`src/rtl/mem_access_unit_if.sv`:
```
// Request/status and byte-serial memory bus bundle for mem_access_unit.
// The slave modport is the unit's view; master is the requester/memory side.
interface mem_access_unit_if;
    logic        start;
    logic        is_load;
    logic [3:0]  wme;
    logic [1:0]  muxlm;
    logic        su;
    logic [31:0] addr;
    logic [31:0] wdata;
    logic        mem_req;
    logic        mem_we;
    logic [31:0] mem_addr;
    logic [7:0]  mem_wdata;
    logic [7:0]  mem_rdata;
    logic        mem_ack;
    logic        busy;
    logic        done;
    logic        err;
    logic [31:0] rdata;

    modport slave (
        input  start, is_load, wme, muxlm, su, addr, wdata, mem_rdata, mem_ack,
        output mem_req, mem_we, mem_addr, mem_wdata, busy, done, err, rdata
    );

    modport master (
        output start, is_load, wme, muxlm, su, addr, wdata, mem_rdata, mem_ack,
        input  mem_req, mem_we, mem_addr, mem_wdata, busy, done, err, rdata
    );
endinterface

```
`src/rtl/mem_access_unit.sv`:
```
// Byte-serial load/store engine: splits a 1/2/4-byte access into single-byte
// memory transactions, assembling and extending load data little-endian.
module mem_access_unit (
    input  logic               clk,
    input  logic               rst_n,
    mem_access_unit_if.slave   bus
);
    typedef enum logic [1:0] {IDLE, XFER, FIN} state_t;

    state_t      state_q, state_d;
    logic [1:0]  k_q, k_d;
    logic [1:0]  last_q, last_d;
    logic        is_load_q, is_load_d;
    logic        su_q, su_d;
    logic        err_q, err_d;
    logic [31:0] addr_q, addr_d;
    logic [31:0] wdata_q, wdata_d;
    logic [31:0] asm_q, asm_d;
    logic [31:0] rdata_q, rdata_d;

    logic        legal;
    logic [1:0]  last_sel;
    logic [4:0]  lane_sh;
    logic [31:0] asm_ins;
    logic [31:0] asm_ext;

    // Size decode: last_sel is the final byte index (n-1).
    always_comb begin
        legal    = 1'b1;
        last_sel = 2'd0;
        if (bus.is_load) begin
            unique case (bus.muxlm)
                2'b01:   last_sel = 2'd0;
                2'b00:   last_sel = 2'd1;
                2'b10:   last_sel = 2'd3;
                default: legal    = 1'b0;
            endcase
        end else begin
            case (bus.wme)
                4'b0001: last_sel = 2'd0;
                4'b0011: last_sel = 2'd1;
                4'b1111: last_sel = 2'd3;
                default: legal    = 1'b0;
            endcase
        end
    end

    assign lane_sh = {k_q, 3'b000};
    assign asm_ins = (asm_q & ~(32'h0000_00FF << lane_sh)) |
                     (32'(bus.mem_rdata) << lane_sh);

    always_comb begin
        unique case (last_q)
            2'd0:    asm_ext = {{24{su_q & asm_ins[7]}},  asm_ins[7:0]};
            2'd1:    asm_ext = {{16{su_q & asm_ins[15]}}, asm_ins[15:0]};
            default: asm_ext = asm_ins;
        endcase
    end

    always_comb begin
        state_d   = state_q;
        k_d       = k_q;
        last_d    = last_q;
        is_load_d = is_load_q;
        su_d      = su_q;
        err_d     = err_q;
        addr_d    = addr_q;
        wdata_d   = wdata_q;
        asm_d     = asm_q;
        rdata_d   = rdata_q;
        unique case (state_q)
            IDLE: begin
                if (bus.start) begin
                    is_load_d = bus.is_load;
                    su_d      = bus.su;
                    addr_d    = bus.addr;
                    wdata_d   = bus.wdata;
                    last_d    = last_sel;
                    k_d       = '0;
                    asm_d     = '0;
                    err_d     = ~legal;
                    state_d   = legal ? XFER : FIN;
                end
            end
            XFER: begin
                if (bus.mem_ack) begin
                    if (is_load_q) asm_d = asm_ins;
                    k_d = k_q + 2'd1;
                    if (k_q == last_q) begin
                        state_d = FIN;
                        if (is_load_q) rdata_d = asm_ext;
                    end
                end
            end
            FIN:     state_d = IDLE;
            default: state_d = IDLE;
        endcase
    end

    always_ff @(posedge clk or negedge rst_n) begin
        if (!rst_n) begin
            state_q   <= IDLE;
            k_q       <= '0;
            last_q    <= '0;
            is_load_q <= 1'b0;
            su_q      <= 1'b0;
            err_q     <= 1'b0;
            addr_q    <= '0;
            wdata_q   <= '0;
            asm_q     <= '0;
            rdata_q   <= '0;
        end else begin
            state_q   <= state_d;
            k_q       <= k_d;
            last_q    <= last_d;
            is_load_q <= is_load_d;
            su_q      <= su_d;
            err_q     <= err_d;
            addr_q    <= addr_d;
            wdata_q   <= wdata_d;
            asm_q     <= asm_d;
            rdata_q   <= rdata_d;
        end
    end

    // Bus outputs decode from state only, so reset clears them without a clock.
    logic xfer;
    assign xfer          = (state_q == XFER);
    assign bus.mem_req   = xfer;
    assign bus.mem_we    = xfer & ~is_load_q;
    assign bus.mem_addr  = xfer ? addr_q + {30'd0, k_q} : '0;
    assign bus.mem_wdata = xfer ? 8'(wdata_q >> lane_sh) : '0;
    assign bus.busy      = (state_q != IDLE);
    assign bus.done      = (state_q == FIN);
    assign bus.err       = (state_q == FIN) & err_q;
    assign bus.rdata     = rdata_q;
endmodule

```
`src/flat_wrapper.sv`:
```
// flat-port wrapper written by rule: the top's interface ports become plain ports
module mem_access_unit_flat 
  (clk, rst_n, bus_start, bus_is_load, bus_wme, bus_muxlm, bus_su, bus_addr, bus_wdata, bus_mem_rdata, bus_mem_ack, bus_mem_req, bus_mem_we, bus_mem_addr, bus_mem_wdata, bus_busy, bus_done, bus_err, bus_rdata);
  mem_access_unit_if bus_i ();
  input  logic clk;
  input  logic rst_n;
  input wire logic [$bits(bus_i.start)-1:0] bus_start;
  input wire logic [$bits(bus_i.is_load)-1:0] bus_is_load;
  input wire logic [$bits(bus_i.wme)-1:0] bus_wme;
  input wire logic [$bits(bus_i.muxlm)-1:0] bus_muxlm;
  input wire logic [$bits(bus_i.su)-1:0] bus_su;
  input wire logic [$bits(bus_i.addr)-1:0] bus_addr;
  input wire logic [$bits(bus_i.wdata)-1:0] bus_wdata;
  input wire logic [$bits(bus_i.mem_rdata)-1:0] bus_mem_rdata;
  input wire logic [$bits(bus_i.mem_ack)-1:0] bus_mem_ack;
  output wire logic [$bits(bus_i.mem_req)-1:0] bus_mem_req;
  output wire logic [$bits(bus_i.mem_we)-1:0] bus_mem_we;
  output wire logic [$bits(bus_i.mem_addr)-1:0] bus_mem_addr;
  output wire logic [$bits(bus_i.mem_wdata)-1:0] bus_mem_wdata;
  output wire logic [$bits(bus_i.busy)-1:0] bus_busy;
  output wire logic [$bits(bus_i.done)-1:0] bus_done;
  output wire logic [$bits(bus_i.err)-1:0] bus_err;
  output wire logic [$bits(bus_i.rdata)-1:0] bus_rdata;
  assign bus_i.start = bus_start;
  assign bus_i.is_load = bus_is_load;
  assign bus_i.wme = bus_wme;
  assign bus_i.muxlm = bus_muxlm;
  assign bus_i.su = bus_su;
  assign bus_i.addr = bus_addr;
  assign bus_i.wdata = bus_wdata;
  assign bus_i.mem_rdata = bus_mem_rdata;
  assign bus_i.mem_ack = bus_mem_ack;
  assign bus_mem_req = bus_i.mem_req;
  assign bus_mem_we = bus_i.mem_we;
  assign bus_mem_addr = bus_i.mem_addr;
  assign bus_mem_wdata = bus_i.mem_wdata;
  assign bus_busy = bus_i.busy;
  assign bus_done = bus_i.done;
  assign bus_err = bus_i.err;
  assign bus_rdata = bus_i.rdata;
  mem_access_unit u_core (.clk(clk), .rst_n(rst_n), .bus(bus_i));
endmodule
```
`config.mk`:
```
export PLATFORM = sky130hd
export DESIGN_NAME = mem_access_unit_flat
export DESIGN_NICKNAME = d
export VERILOG_FILES = /design/src/rtl/mem_access_unit_if.sv /design/src/rtl/mem_access_unit.sv /design/src/flat_wrapper.sv
export SDC_FILE = /design/constraint.sdc
export NUM_CORES = 1
export LEC_CHECK = 0
export ABC_AREA = 1
export ABC_CLOCK_PERIOD_IN_PS = 5630
export CAP_MARGIN = 20
export CELL_PAD_IN_SITES_DETAIL_PLACEMENT = 1
export CELL_PAD_IN_SITES_GLOBAL_PLACEMENT = 2
export CORE_MARGIN = 2
export CORE_UTILIZATION = 30
export DETAILED_ROUTE_END_ITERATION = 6
export HOLD_SLACK_MARGIN = 0.08
export PLACE_DENSITY_LB_ADDON = 0.1
export SLEW_MARGIN = 20
export SYNTH_ARGS = -nofsm -noshare
export SYNTH_HDL_FRONTEND = slang
export SYNTH_SLANG_ARGS = --single-unit
```
`constraint.sdc`:
```
create_clock -name clk -period 5.63 [get_ports clk]
set_clock_uncertainty 0.15 [all_clocks]
set_input_delay 0.8445 -clock clk [delete_from_list [all_inputs] [get_ports clk]]
set_output_delay 0.8445 -clock clk [all_outputs]
set_load 0.02 [all_outputs]
```
==> summary.txt, run 1 <==
Outcome
  – Status: finished clean

Yosys
  – Yosys cell types: 30
  – EDFF count, synth: 0
  – Synth Area per Inst: 7.160 um2
  – FF+latch count, synth: 137
  – Post-Syn Nets: 1101
  – Most instantiated cells after synthesis: 365 x nand2_1, 144 x nor2_1, 137 x dfrtp_1, 72 x inv_1, 61 x o21ai_0
  – Most frequent cell after synthesis: nand2_1
  – Synth async-reset ratio: 100.0%
  – Synth Cell Area: 7232 um2
  – Synth top area share: 47.40%
  – Leading area contributor after synthesis: dfrtp_1
  – Top cells by area, synth: dfrtp_1 47%, nand2_1 19%, nor2_1 7.5%
  – Sequential-to-total area share from yosys stat: 47.40%
  – Prevailing post-synth register cell: dfrtp_1
  – Yosys warns: 0
  – Post-Synthesis Cells: 1010

Global route
  – Pin count of the biggest net entering global routing: 103
  – Initial antenna violation count: 2
  – Vias in the first global route: 7352
  – Gr usage total: 19.64%
  – Global-route wire length before repair: 39770 um
  – Gr ovfl total: 0

Placement
  – Placed Instances: 1449
  – GPL Wtd Cong: 0.8030
  – Setup WS pre-CTS: 1770 ps
  – HPWL Detailed: 17560 um
  – Port bufs: 160

Timing
  – RSZ-0062 raised after global routing: no
  – PnR worst setup slack: 1401 ps
  – Max frequency: 236.5 MHz
  – Final Max Slew Viols: 0
  – Tightest Pin Transition: 974.2 ps
  – Max_slew headroom: 35.06%
  – Clock period minus worst slack: 4229 ps
  – Final hold viol count: 0
  – Setup TNS after final layout: 0 ps
  – Final period util: 75.11%
  – # setup viols final: 0

Drt
  – Post-Route WL: 24290 um
  – Drt first-iter violations: 305
  – Total number of vias: 7094
  – # DRC: 0
  – Post-route antenna net violation count: 0
  – Vias per inst: 4.787
  – Average wire per standard cell: 16.39 um
  – First-pass detailed-route iteration total: 4

Power
  – Pwr Density: 505.8 nW/um2
  – Leakage: 4.446 nW
  – Total power: 4.897 mW
  – Worst VDD drop: 0.1936 mV

Clocking
  – Skew-Pair Late Insertion Delay: 420 ps
  – CTS tree: done
  – Post-CTS sizing: 0
  – CTS clock-pin slew for the worst setup and hold paths: 60 ps
  – H-tree Lvls: 4
  – Hold Buf Count CTS: 0
  – Sink Count: 137
  – Clk root buf: clkbuf_16
  – Total CTS buffers: 17
  – Post-CTS Setup Repair Bufs: 0
  – Buffer depth of the longest clock path: 2

Critical path
  – Critical path capture point type: primary output
  – Worst EP required: 4640 ps
  – CP bufs+invs: 2
  – CP Class: reg2out
  – Sequence of cells on the critical path: nand2_1 -> buf_4 -> nor2_1 -> clkdlybuf4s50_1
  – CP top delay family: buffers and inverters
  – Crit path launch type: flip-flop
  – Critical Path AT: 3230 ps
  – Critical path depth in cells: 4
  – Worst reg2reg path depth: 8
  – CP max-delay cell: dfrtp_1
  – CP max FO: 22
  – Max incr delay on CP: 880 ps

Cells and area
  – Sequential cell area: 3428 um2
  – Nets: 1240
  – Fillers: 2965
  – Area occupied by multi-input gates: 3284 um2
  – Area Growth Syn to Fin: 33.88%
  – Layout cells sized above 1: 4.991%
  – Final cell count without fillers: 1482
  – Final core utilization: 41.12%

Floorplanning
  – Std-Cell Rows: 56
  – IO Pins: 161
  – Initial Utilization: 30.72%
  – Core Region: 23540 um2
  – Die H: 159.3 um
  – Die area: 25360 um2
  – Die Width: 159.3 um

Worst hold path
  – Classification of the worst-slack hold path: reg2reg
  – WHS Path Cells: 2

Job
  – Max Cap Viol: 0
-- cell usage in the layout (no fill, tap or decap), types with 5 or more instances in the layout --
cell,netlist,routed
nand2_1,365,365
clkdlybuf4s50_1,0,159
nor2_1,144,144
dfrtp_1,137,137
inv_1,72,72
o21ai_0,61,61
nand3_1,52,52
o22ai_1,35,35
a21oi_1,32,32
o21ai_1,23,23
clkbuf_16,0,17
inv_2,7,7
buf_4,4,7
xnor2_1,6,6
ha_1,6,6
inv_6,0,5
-- state kept, by name, summed over array words and instances, names as in the netlist --
signal and count:
u_core.addr_q 32, u_core.su_q 1, u_core.last_q 2, u_core.state_q 2, u_core.asm_q 32, u_core.bus.rdata 32, u_core.wdata_q 32, u_core.err_q 1
u_core.is_load_q 1, u_core.k_q 2
-- per-stage QoR --
| stage | hold slack (ps) | instance area (um2) |
|---|---|---|
| 2_1_floorplan | 293.6 | 7232 |
| 3_3_place_gp | 305.6 | 9070 |
| 3_5_place_dp | 309.9 | 9070 |
| 4_1_cts | 329.2 | 9679 |
| 5_1_grt | 344.0 | 9679 |
| 6_report | 325.4 | 9682 |
-- tightest hold or removal path, stage by stage, from the launching register on --
cell and delay, ps:
dfrtp_1 340, nand2_1 50, nand2_1 50
-- cells by family (layout without fill, tap and decap cells) --
group	Yosys count	in the layout	synth area share (%)
and+or+nand+nor	578	578	31.89
AOI/OAI and AO/OA	153	153	11.25
xor gates and xnor gates	8	8	0.9689
DFF	137	137	47.40
adders and majority gates	7	7	1.315
other	0	1	0
buffers and inverters	127	279	7.180
-- power by group --
group,switching (mW),internal (mW)
registers,0.323,1.34
clock network,0.482,0.689
logic,1.30,0.762
total,2.10,2.80
-- final cells by class --
| cell class | instances | share of cell area [%] |
|---|---|---|
| sequential | 137 | 35.41 |
| multi-input combinational | 746 | 33.92 |
| timing repair buffer | 167 | 17.10 |
| clock buffer | 19 | 4.678 |
| tap | 319 | 4.123 |
| inverter | 80 | 3.127 |
| clock inverter | 13 | 1.615 |
| antenna | 1 | 0.02585 |
-- metal layers --
metal,up-vias,share of wire [%],track usage [%]
met5,-,0.054,0
met4,2,1.1,4.876
met3,22,4.4,3.959
met2,143,48,33.38
met1,3442,46,25.68
li1,3485,-,-
-- worst paths after layout --
path,from,endpoint,slack (ps)
max reg2reg,u_core.state_q[0]$_DFFE_PN0P_,u_core.asm_q[17]$_DFFE_PN0P_,2610
min reg2reg,u_core.bus.rdata[27]$_DFFE_PN0P_,u_core.bus.rdata[27]$_DFFE_PN0P_,330
max,u_core.state_q[0]$_DFFE_PN0P_,bus_mem_addr[27],1400
max in group asynchronous,rst_n,u_core.wdata_q[27]$_DFFE_PN0P_,3830
min in group asynchronous,rst_n,u_core.bus.rdata[4]$_DFFE_PN0P_,390
min,u_core.bus.rdata[27]$_DFFE_PN0P_,u_core.bus.rdata[27]$_DFFE_PN0P_,330
Note: power is estimated with default switching activity, not from simulation.
==> run 2, diff against run 1 <==
--- a/config.mk
+++ b/config.mk
@@ -6,12 +6,12 @@
 export NUM_CORES = 1
 export LEC_CHECK = 0
 export ABC_AREA = 1
-export ABC_CLOCK_PERIOD_IN_PS = 5630
+export ABC_CLOCK_PERIOD_IN_PS = 4100
 export CAP_MARGIN = 20
 export CELL_PAD_IN_SITES_DETAIL_PLACEMENT = 1
 export CELL_PAD_IN_SITES_GLOBAL_PLACEMENT = 2
 export CORE_MARGIN = 2
-export CORE_UTILIZATION = 30
+export CORE_UTILIZATION = 28
 export DETAILED_ROUTE_END_ITERATION = 6
 export HOLD_SLACK_MARGIN = 0.08
 export PLACE_DENSITY_LB_ADDON = 0.1
==> constraint.sdc (replaced) <==
create_clock -name clk -period 4.1 [get_ports clk]
set_clock_uncertainty 0.15 [all_clocks]
set_input_delay 0.615 -clock clk [delete_from_list [all_inputs] [get_ports clk]]
set_output_delay 0.615 -clock clk [all_outputs]
set_load 0.02 [all_outputs]
==> run 2 against run 1 <==
Effect of this change: first-iteration DRC count rose by 3.0%; cell count rose by 1.1%; final area rose by 0.89%; total power grew 39%; worst hold slack improved by 3.9 ps.
==> summary.txt, run 2 (synthesis gave the netlist of run 1 again) <==
Outcome
  – Status: finished clean

Critical path
  – Critical path capture point type: primary output
  – Flop2flop setup slack: 1140 ps
  – CP max FO: 6
  – RR Endpoint: u_core.bus.rdata[13]$_DFFE_PN0P_
  – CP Class: reg2out
  – Worst reg2reg path depth: 8
  – Worst EP required: 3340 ps
  – Sequence of cells on the critical path: ha_1 -> fa_1 -> nand2_1 -> nor2_1 -> nand2_1 -> nor2_2 -> nand2_1 -> nand2_1 -> inv_1 -> nor2_1 -> clkdlybuf4s50_1
  – CP max-delay cell: clkdlybuf4s50_1
  – Critical Path Most Common Cell: nand2_1
  – Crit path launch type: flip-flop
  – Critical Path AT: 2840 ps
  – Max incr delay on CP: 600 ps
  – Reg-to-reg critical path startpoint: u_core.k_q[1]$_DFFE_PN0P_

Timing
  – Max_slew headroom: 47.58%
  – # setup viols final: 0
  – Final period util: 87.84%
  – Tightest Pin Transition: 786.4 ps
  – Final Max Slew Viols: 0
  – RSZ-0062 raised after global routing: no
  – Setup TNS after final layout: 0 ps
  – Max frequency: 277.7 MHz
  – Final hold viol count: 0
  – Clock period minus worst slack: 3601 ps

Clocking
  – Buffer depth of the longest clock path: 2
  – Hold Buf Count CTS: 1
  – Post-CTS sizing: 0
  – CTS clock-pin slew for the worst setup and hold paths: 60 ps
  – Post-CTS Setup Repair Bufs: 0
  – Skew-Pair Late Insertion Delay: 420 ps
  – Total CTS buffers: 17
  – Sink Count: 137
  – Clk root buf: clkbuf_16
  – H-tree Lvls: 4
  – CTS tree: done

Cells and area
  – Area Growth Syn to Fin: 35.07%
  – Layout cells sized above 1: 5.313%
  – Post-route cell area: 9768 um2
  – Final core utilization: 38.68%
  – Commonest cells after routing, fill and taps aside: 365 x nand2_1, 159 x clkdlybuf4s50_1, 144 x nor2_1, 137 x dfrtp_1, 72 x inv_1
  – Commonest non-fill, non-tap cell in the layout: nand2_1
  – Nets: 1245

Placement
  – Port bufs: 160
  – GPL Wtd Cong: 0.8023
  – Post-DP Area: 9139 um2
  – HPWL Detailed: 17920 um

Global route
  – Gr ovfl total: 0
  – Gr usage total: 18.77%
  – Vias in the first global route: 7311
  – Global-route wire length before repair: 39320 um
  – Initial antenna violation count: 2
  – Pin count of the biggest net entering global routing: 73

Job
  – Max Cap Viol: 0

Drt
  – # DRC: 0
  – First-pass detailed-route iteration total: 4
  – Vias per inst: 4.661
  – Post-Route WL: 24600 um
  – Drt first-iter violations: 314
  – Average wire per standard cell: 16.42 um
  – Post-route antenna net violation count: 0
  – Total number of vias: 6982

Floorplanning
  – Die Width: 164.7 um
  – Die area: 27130 um2
  – Initial Utilization: 28.64%
  – Core Region: 25250 um2
  – Std-Cell Rows: 58
  – IO Pins: 161
  – Die H: 164.7 um

Worst hold path
  – Classification of the worst-slack hold path: reg2reg
  – Hold wc startpoint: u_core.wdata_q[13]$_DFFE_PN0P_
  – Worst Hold End: u_core.wdata_q[13]$_DFFE_PN0P_
  – WHS Path Cells: 2

Power
  – Leakage: 4.490 nW
  – Total power: 6.799 mW
  – Pwr Density: 696.0 nW/um2
  – Worst VDD drop: 0.2557 mV
[run 2: layout make-up]
cell class / instances / area, um2
fill: 3117 / 15490
sequential: 137 / 3428
multi-input combinational: 746 / 3284
timing repair buffer: 172 / 1720
clock buffer: 17 / 425.4
tap: 330 / 412.9
inverter: 80 / 302.8
clock inverter: 15 / 191.4
antenna: 1 / 2.502
[run 2: report_power, final]
group,switching [mW],internal [mW],total (mW),leakage [nW]
clock,0.707,0.935,1.64,0.305
sequential,0.432,1.85,2.28,1.78
combinational,1.80,1.08,2.88,2.41
total,2.94,3.86,6.80,4.49
[run 2: worst max-delay path by stage]
stage / startpoint / to / slack, ps / cells past startpoint
finish: u_core.addr_q[0]$_DFFE_PN0P_ / bus_mem_addr[18] / 500 / 11
global route: u_core.addr_q[0]$_DFFE_PN0P_ / bus_mem_addr[18] / 300 / 11
CTS: u_core.addr_q[0]$_DFFE_PN0P_ / bus_mem_addr[18] / 450 / 11
detailed placement: u_core.addr_q[0]$_DFFE_PN0P_ / bus_mem_addr[18] / 910 / 11
global placement: u_core.addr_q[0]$_DFFE_PN0P_ / bus_mem_addr[18] / 940 / 11
floorplan: u_core.k_q[0]$_DFFE_PN0P_ / bus_mem_addr[18] / 1550 / 9
[run 2: layer usage]
layer	share of wire, %	vias to the layer above	GRT usage (%)
met3	3.7	18	3.717
met2	46	124	30.77
met1	49	3349	25.62
met4	1.2	2	4.229
met5	0.053	-	0
li1	-	3489	-
[run 2: stage by stage]
step | worst slack [ps] | hold slack (ps) | instances
after detailed placement | 908.1 | 313.6 | 1464
after global routing | 299.6 | 348.2 | 1497
after CTS | 453.2 | 330.7 | 1497
after floorplan | 1548 | 169.4 | 1010
final | 498.7 | 329.3 | 1498
after global placement | 935.4 | 306.5 | 1464
[run 2: worst max-delay path, delay by kind of cell (launching register included)]
kind,cells,cell delay (ps)
adders and majority gates,2,450
buffers and inverters,2,640
and+or+nand+nor,7,960
DFF,1,360
==> variant 1: new RTL, flow settings as in run 2 <==
Take the reset off `addr_q`, `wdata_q` and `rdata_q` and load them in a clocked block of their own.
--- a/src/rtl/mem_access_unit.sv
+++ b/src/rtl/mem_access_unit.sv
@@ -107,6 +107,3 @@
             err_q     <= 1'b0;
-            addr_q    <= '0;
-            wdata_q   <= '0;
             asm_q     <= '0;
-            rdata_q   <= '0;
         end else begin
@@ -118,7 +115,10 @@
             err_q     <= err_d;
-            addr_q    <= addr_d;
-            wdata_q   <= wdata_d;
             asm_q     <= asm_d;
-            rdata_q   <= rdata_d;
         end
+    end
+
+    always_ff @(posedge clk) begin
+        addr_q  <= addr_d;
+        wdata_q <= wdata_d;
+        rdata_q <= rdata_d;
     end
Formal check against the unedited RTL: differs if rst_n is asserted again (counterexample within 4 cycles, from zero or initial values and one cycle with rst_n low); with rst_n held inactive, the same outputs for 4 cycles.
==> variant 1 against run 2 <==
Area after synthesis fell by 7.6%. Die area fell by 7.4%. Hold slack got worse by 0.0027 ns. Routed wire length fell by 14%. Cell area fell by 5.7%. Non-clock buffer count fell by 4. Core utilization rose by 0.55 points. Worst setup slack got worse by 0.0013 ns. Sequential cell count did not move. Power fell by 16%. Highest routed layer is now met4.
==> variant 1: results (changes against run 2) <==
Status
  – Outcome: completed (unchanged)

Logic synthesis
  – Main synth FF type: edfxtp_1 (was dfrtp_1)
  – Post-synth cell types: 36 (was 30)
  – Synth cell count leaders: nand2_1 (169), nor2_1 (127), edfxtp_1 (96) (was nand2_1 (365), nor2_1 (144), dfrtp_1 (137))
  – Synth async-reset ratio: 0.299 (was 1.00)
  – Synth Instances: 724 (was 1010)
  – Post-Syn Nets: 815 (was 1101)
  – Post-synth EDFFs: 96 (was 0)
  – Register area share after synthesis: 0.585 (was 0.474)
  – Ranking of synthesized cells by area: edfxtp_1 (43%), dfrtp_1 (15%), nand2_1 (9.5%), nor2_1 (7.1%), inv_1 (4.2%) (was dfrtp_1 (47%), nand2_1 (19%), nor2_1 (7.5%), o21ai_0 (4.2%), inv_1 (3.7%))

Place
  – RePlAce Congestion: 0.791 (was 0.802)
  – Place WS: 0.919 ns (was 0.908 ns)
  – Area of placed instances: 8610 um2 (was 9140 um2)
  – DP HPWL: 15300 um (was 17900 um)

Setup path
  – RR Endpoint: u_core.bus.rdata[22] (was u_core.bus.rdata[13])
  – Worst r2r path cells: 8 (unchanged)
  – Worst-path fanout max: 7 (was 6)
  – CP max stage delay: 0.67 ns (was 0.60 ns)
  – Reg-to-reg startpoint: u_core.state_q[0] (was u_core.k_q[1])
  – R2R setup slack: 1.12 ns (was 1.14 ns)

Drt
  – Met3 wire len: 933 um (was 902 um)
  – DR top layer: met4 (was met5)
  – Total wire length: 21200 um (was 24600 um)
  – DRT Pass-1 Iters: 4 (unchanged)
  – DRT iter0 DRCs: 240 (was 314)
  – Via density: 4.64 (was 4.66)
  – WL met1: 9940 um (was 12100 um)
  – Met2 WL: 10000 um (was 11300 um)

Cells and area
  – Non-filler cells, final: 1219 (was 1498)
  – Final nets: 978 (was 1245)
  – Register Area: 3910 um2 (was 3430 um2)
  – Layout cells sized above 1: 0.0822 (was 0.0531)
  – Fill cell count: 2698 (was 3117)
  – Ant. Diodes: 0 (was 1)

GRT
  – First-pass GRT wire length: 33000 um (was 39300 um)
  – GR Layer Usage met2: 0.281 (was 0.308)
  – GRT Overall Usage: 0.175 (was 0.188)
  – Largest net degree at the start of global routing: 42 (was 73)
  – GRT met1 Usage: 0.238 (was 0.256)
  – Initial antenna violation count: 0 (was 2)
  – Met3 Use GR: 0.0416 (was 0.0372)
  – Vias in the first global route: 5932 (was 7311)

Worst hold path
  – Hold endpoint: u_core.asm_q[1] (was u_core.wdata_q[13])
  – Hold_sp: u_core.asm_q[1] (was u_core.wdata_q[13])

STA
  – Worst hold margin: 0.327 ns (was 0.329 ns)
  – Final WS setup: 0.497 ns (was 0.499 ns)
  – Max_slew headroom: 0.519 (was 0.476)

Pwr
  – P_leak: 3.47 nW (was 4.49 nW)
  – Clk pwr share: 0.272 (was 0.241)
  – Pwr dens: 619 nW/um2 (was 696 nW/um2)
  – Combinational share of power: 0.371 (was 0.423)
  – Max IR drop VDD: 0.282 mV (was 0.256 mV)
  – Int Power: 3.43 mW (was 3.86 mW)

Clocking
  – Root buf cell: clkbuf_16 (unchanged)
  – Clock Latency Late Sink: 0.43 ns
[variant 1: cell types whose count changed after synthesis, moves of 5 or more]
cell             run 2  this run
clkbuf_1            20         8
o21ai_0             61        55
buf_2               19         9
nand2_1            365       169
o21ai_2              0        20
dfrtp_1            137        41
nand3_1             52        33
o21ai_1             23         1
edfxtp_1             0        96
buf_6                0         5
nor2_1             144       127
o22ai_1             35        20
a21oi_1             32        16
[variant 1: cell type report]
type,instances,share of cell area
timing repair buffer,168,0.182
sequential,137,0.424
clock buffer,18,0.0466
multi-input combinational,484,0.254
clock inverter,14,0.0173
inverter,79,0.0322
tap,319,0.0433
[variant 1: kinds of logic after synthesis]
kind of cell | Yosys count | share of synthesized area
AOI/OAI and AO/OA | 120 | 0.109
buffers and inverters | 103 | 0.0651
and+or+nand+nor | 346 | 0.212
xor gates and xnor gates | 11 | 0.0144
DFF | 137 | 0.585
adders and majority gates | 7 | 0.0142
[variant 1: how the worst max path moves through the flow]
stage,start,end,slack (ns)
6_report,u_core.addr_q[1],bus_mem_addr[13],0.50
5_1_grt,u_core.k_q[0],bus_mem_addr[30],0.21
4_1_cts,u_core.addr_q[1],bus_mem_addr[13],0.44
3_5_place_dp,u_core.addr_q[1],bus_mem_addr[13],0.92
3_3_place_gp,u_core.addr_q[1],bus_mem_addr[13],1.00
2_1_floorplan,bus_mem_ack,u_core.bus.rdata[0],0.95
[variant 1: timing repair]
item / in CTS / in global routing
resized for setup: 0 / 0
hold endpoints to repair: 0 / 14
setup endpoints to repair: 0 / 0
hold buffers: 0 / 1
[variant 1: worst register-to-register path, stage by stage, from the launching register on]
cell     delay, ns
dfrtp_1       0.42
inv_2         0.09
nor2_4        0.04
inv_2         0.53
nor2_4        0.13
nor2_8        0.25
nand2_4       0.29
nor2_2        0.36
buf_4         0.38
==> variant 2: new RTL, config.mk and constraints of run 2 <==
Made on the original files. Make the reset (`rst_n`) synchronous in one clocked block.
--- a/src/rtl/mem_access_unit.sv
+++ b/src/rtl/mem_access_unit.sv
@@ -99,3 +99,3 @@
 
-    always_ff @(posedge clk or negedge rst_n) begin
+    always_ff @(posedge clk) begin
         if (!rst_n) begin
Formal check against the unedited RTL: differs if rst_n is asserted again (counterexample within 4 cycles, from zero or initial values and one cycle with rst_n low); with rst_n held inactive, the same outputs for 4 cycles.
==> variant 2 against run 2 <==
Sequential cell count unchanged. Non-clock buffer count is 2 higher. Count of clock-buffer cells in the layout unchanged. Hold slack got worse by 0.019 ns. Die area shrank 3.9%. Area after synthesis decreased by 4.0%. Routed wire length decreased by 0.13%. Worst setup slack got worse by 0.10 ns. Cell area down 3.8%. Final cell count is 3.7% higher. First-iteration DRC count grew 11%. Largest cell class is now multi-input gates.
Power is not compared: it rests on default switching activity, and its combinational part moved more than twofold at a synthesized area within 25%.
==> variant 2: results (changes against run 2) <==
GRT
  – GRT Overall Usage: 0.192 (was 0.188)
  – First-pass GRT wire length: 39500 um (was 39300 um)
  – Largest net degree at the start of global routing: 87 (was 73)
  – Vias in the first global route: 7109 (was 7311)
  – Initial antenna violation count: 0 (was 2)

Drt
  – Vias: 7178 (was 6982)
  – Total wire length: 24600 um (about the same)
  – DRT iter0 DRCs: 347 (was 314)
  – Met2 WL: 10800 um (was 11300 um)
  – WL met1: 12600 um (was 12100 um)
  – Avg WL per Cell: 15.8 um (was 16.4 um)
  – Met3 wire len: 906 um (was 902 um)
  – DR top layer: met4 (was met5)

Place
  – DP HPWL: 17700 um (was 17900 um)
  – RePlAce Congestion: 0.786 (was 0.802)
  – Inst Count DP: 1523 (was 1464)

Logic synthesis
  – Post-synth cell types: 34 (was 30)
  – Synth Instances: 1086 (was 1010)
  – Synth cell count leaders: nor2_1 (270), nand2_1 (226), dfxtp_1 (137) (was nand2_1 (365), nor2_1 (144), dfrtp_1 (137))
  – Post-Syn Nets: 1177 (was 1101)
  – Ranking of synthesized cells by area: dfxtp_1 (40%), nor2_1 (15%), nand2_1 (12%), o21ai_0 (9.2%), a21oi_1 (5.6%) (was dfrtp_1 (47%), nand2_1 (19%), nor2_1 (7.5%), o21ai_0 (4.2%), inv_1 (3.7%))
  – Yosys top cell area share: 0.395 (was 0.474)
  – Synth Area in Adders: 0.0137 (was 0.0131)
  – Synth Area in Compound Gates: 0.193 (was 0.112)
  – Synth async-reset ratio: 0 (was 1.00)
  – Main synth FF type: dfxtp_1 (was dfrtp_1)

Setup path
  – Critical path arrival: 2.94 ns (was 2.84 ns)
  – Worst-path fanout max: 10 (was 6)

Cells and area
  – Final nets: 1309 (was 1245)
  – Ant. Diodes: 0 (was 1)

STA
  – Least-Margin Pin Slew: 0.980 ns (was 0.786 ns)

Status
  – Outcome: completed (unchanged)
[variant 2: cell count changes in the layout (fill, tap and decap cells not counted), sizes merged, moves of 4 or more]
cell,before,now
nand2,368,230
dfrtp,137,0
dfxtp,0,137
nor2,149,272
a21oi,32,77
o21ai,84,129
nand3,53,34
o22ai,35,18
o21bai,0,16
o21a,0,8
inv,92,87
xnor2,6,2
[variant 2: routing by layer]
layer | GRT usage | vias to the layer above
met1 | 0.276 | 3304
met4 | 0.0459 | 0
met5 | 0 | -
li1 | - | 3728
met3 | 0.0362 | 18
met2 | 0.296 | 128
[variant 2: cell families (layout without fill, tap and decap cells)]
group                    after synthesis  after routing
AND/OR/NAND/NOR                      546            546
AO/OA/AOI/OAI                        249            249
buffers and inverters                144            287
flip-flops                           137            137
adder cells (fa/ha/maj)                7              7
XOR/XNOR                               3              3
[variant 2: power by group]
part           total, mW  internal, mW  switching, mW
combinational      0.931         0.340          0.592
sequential          1.56          1.45          0.108
clock               1.66          1.02          0.639
total               4.15          2.82           1.34
[variant 2: cell type report]
class / instances / area [um2]
Inverter: 83 / 313
Multi-Input combinational cell: 805 / 3610
Timing Repair Buffer: 174 / 1700
Clock inverter: 13 / 193
Clock buffer: 17 / 425
Tap cell: 324 / 405
Fill cell: 3096 / 14900
Sequential cell: 137 / 2740
[variant 2: tightest hold or removal path, stage by stage (launching register included)]
cell	delay, ns
dfxtp_1	0.30
nand2_1	0.06
a21oi_1	0.05
[variant 2: path summary, 6_finish.rpt]
kind | startpoint | endpoint | slack [ns] | cells past startpoint
worst max-delay path | u_core.k_q[1] | bus_mem_addr[29] | 0.40 | 10
worst min-delay path | u_core.asm_q[7] | u_core.asm_q[7] | 0.31 | 2
worst min register to register | u_core.asm_q[7] | u_core.asm_q[7] | 0.31 | 2
worst max register to register | u_core.k_q[1] | u_core.bus.rdata[23] | 1.16 | 8
[variant 2: stage by stage]
stage,setup WS (ns),util
2_1_floorplan,1.52,-
3_3_place_gp,0.818,0.361
3_5_place_dp,0.798,0.361
4_1_cts,0.330,0.386
5_1_grt,0.0871,0.386
6_report,0.398,0.386
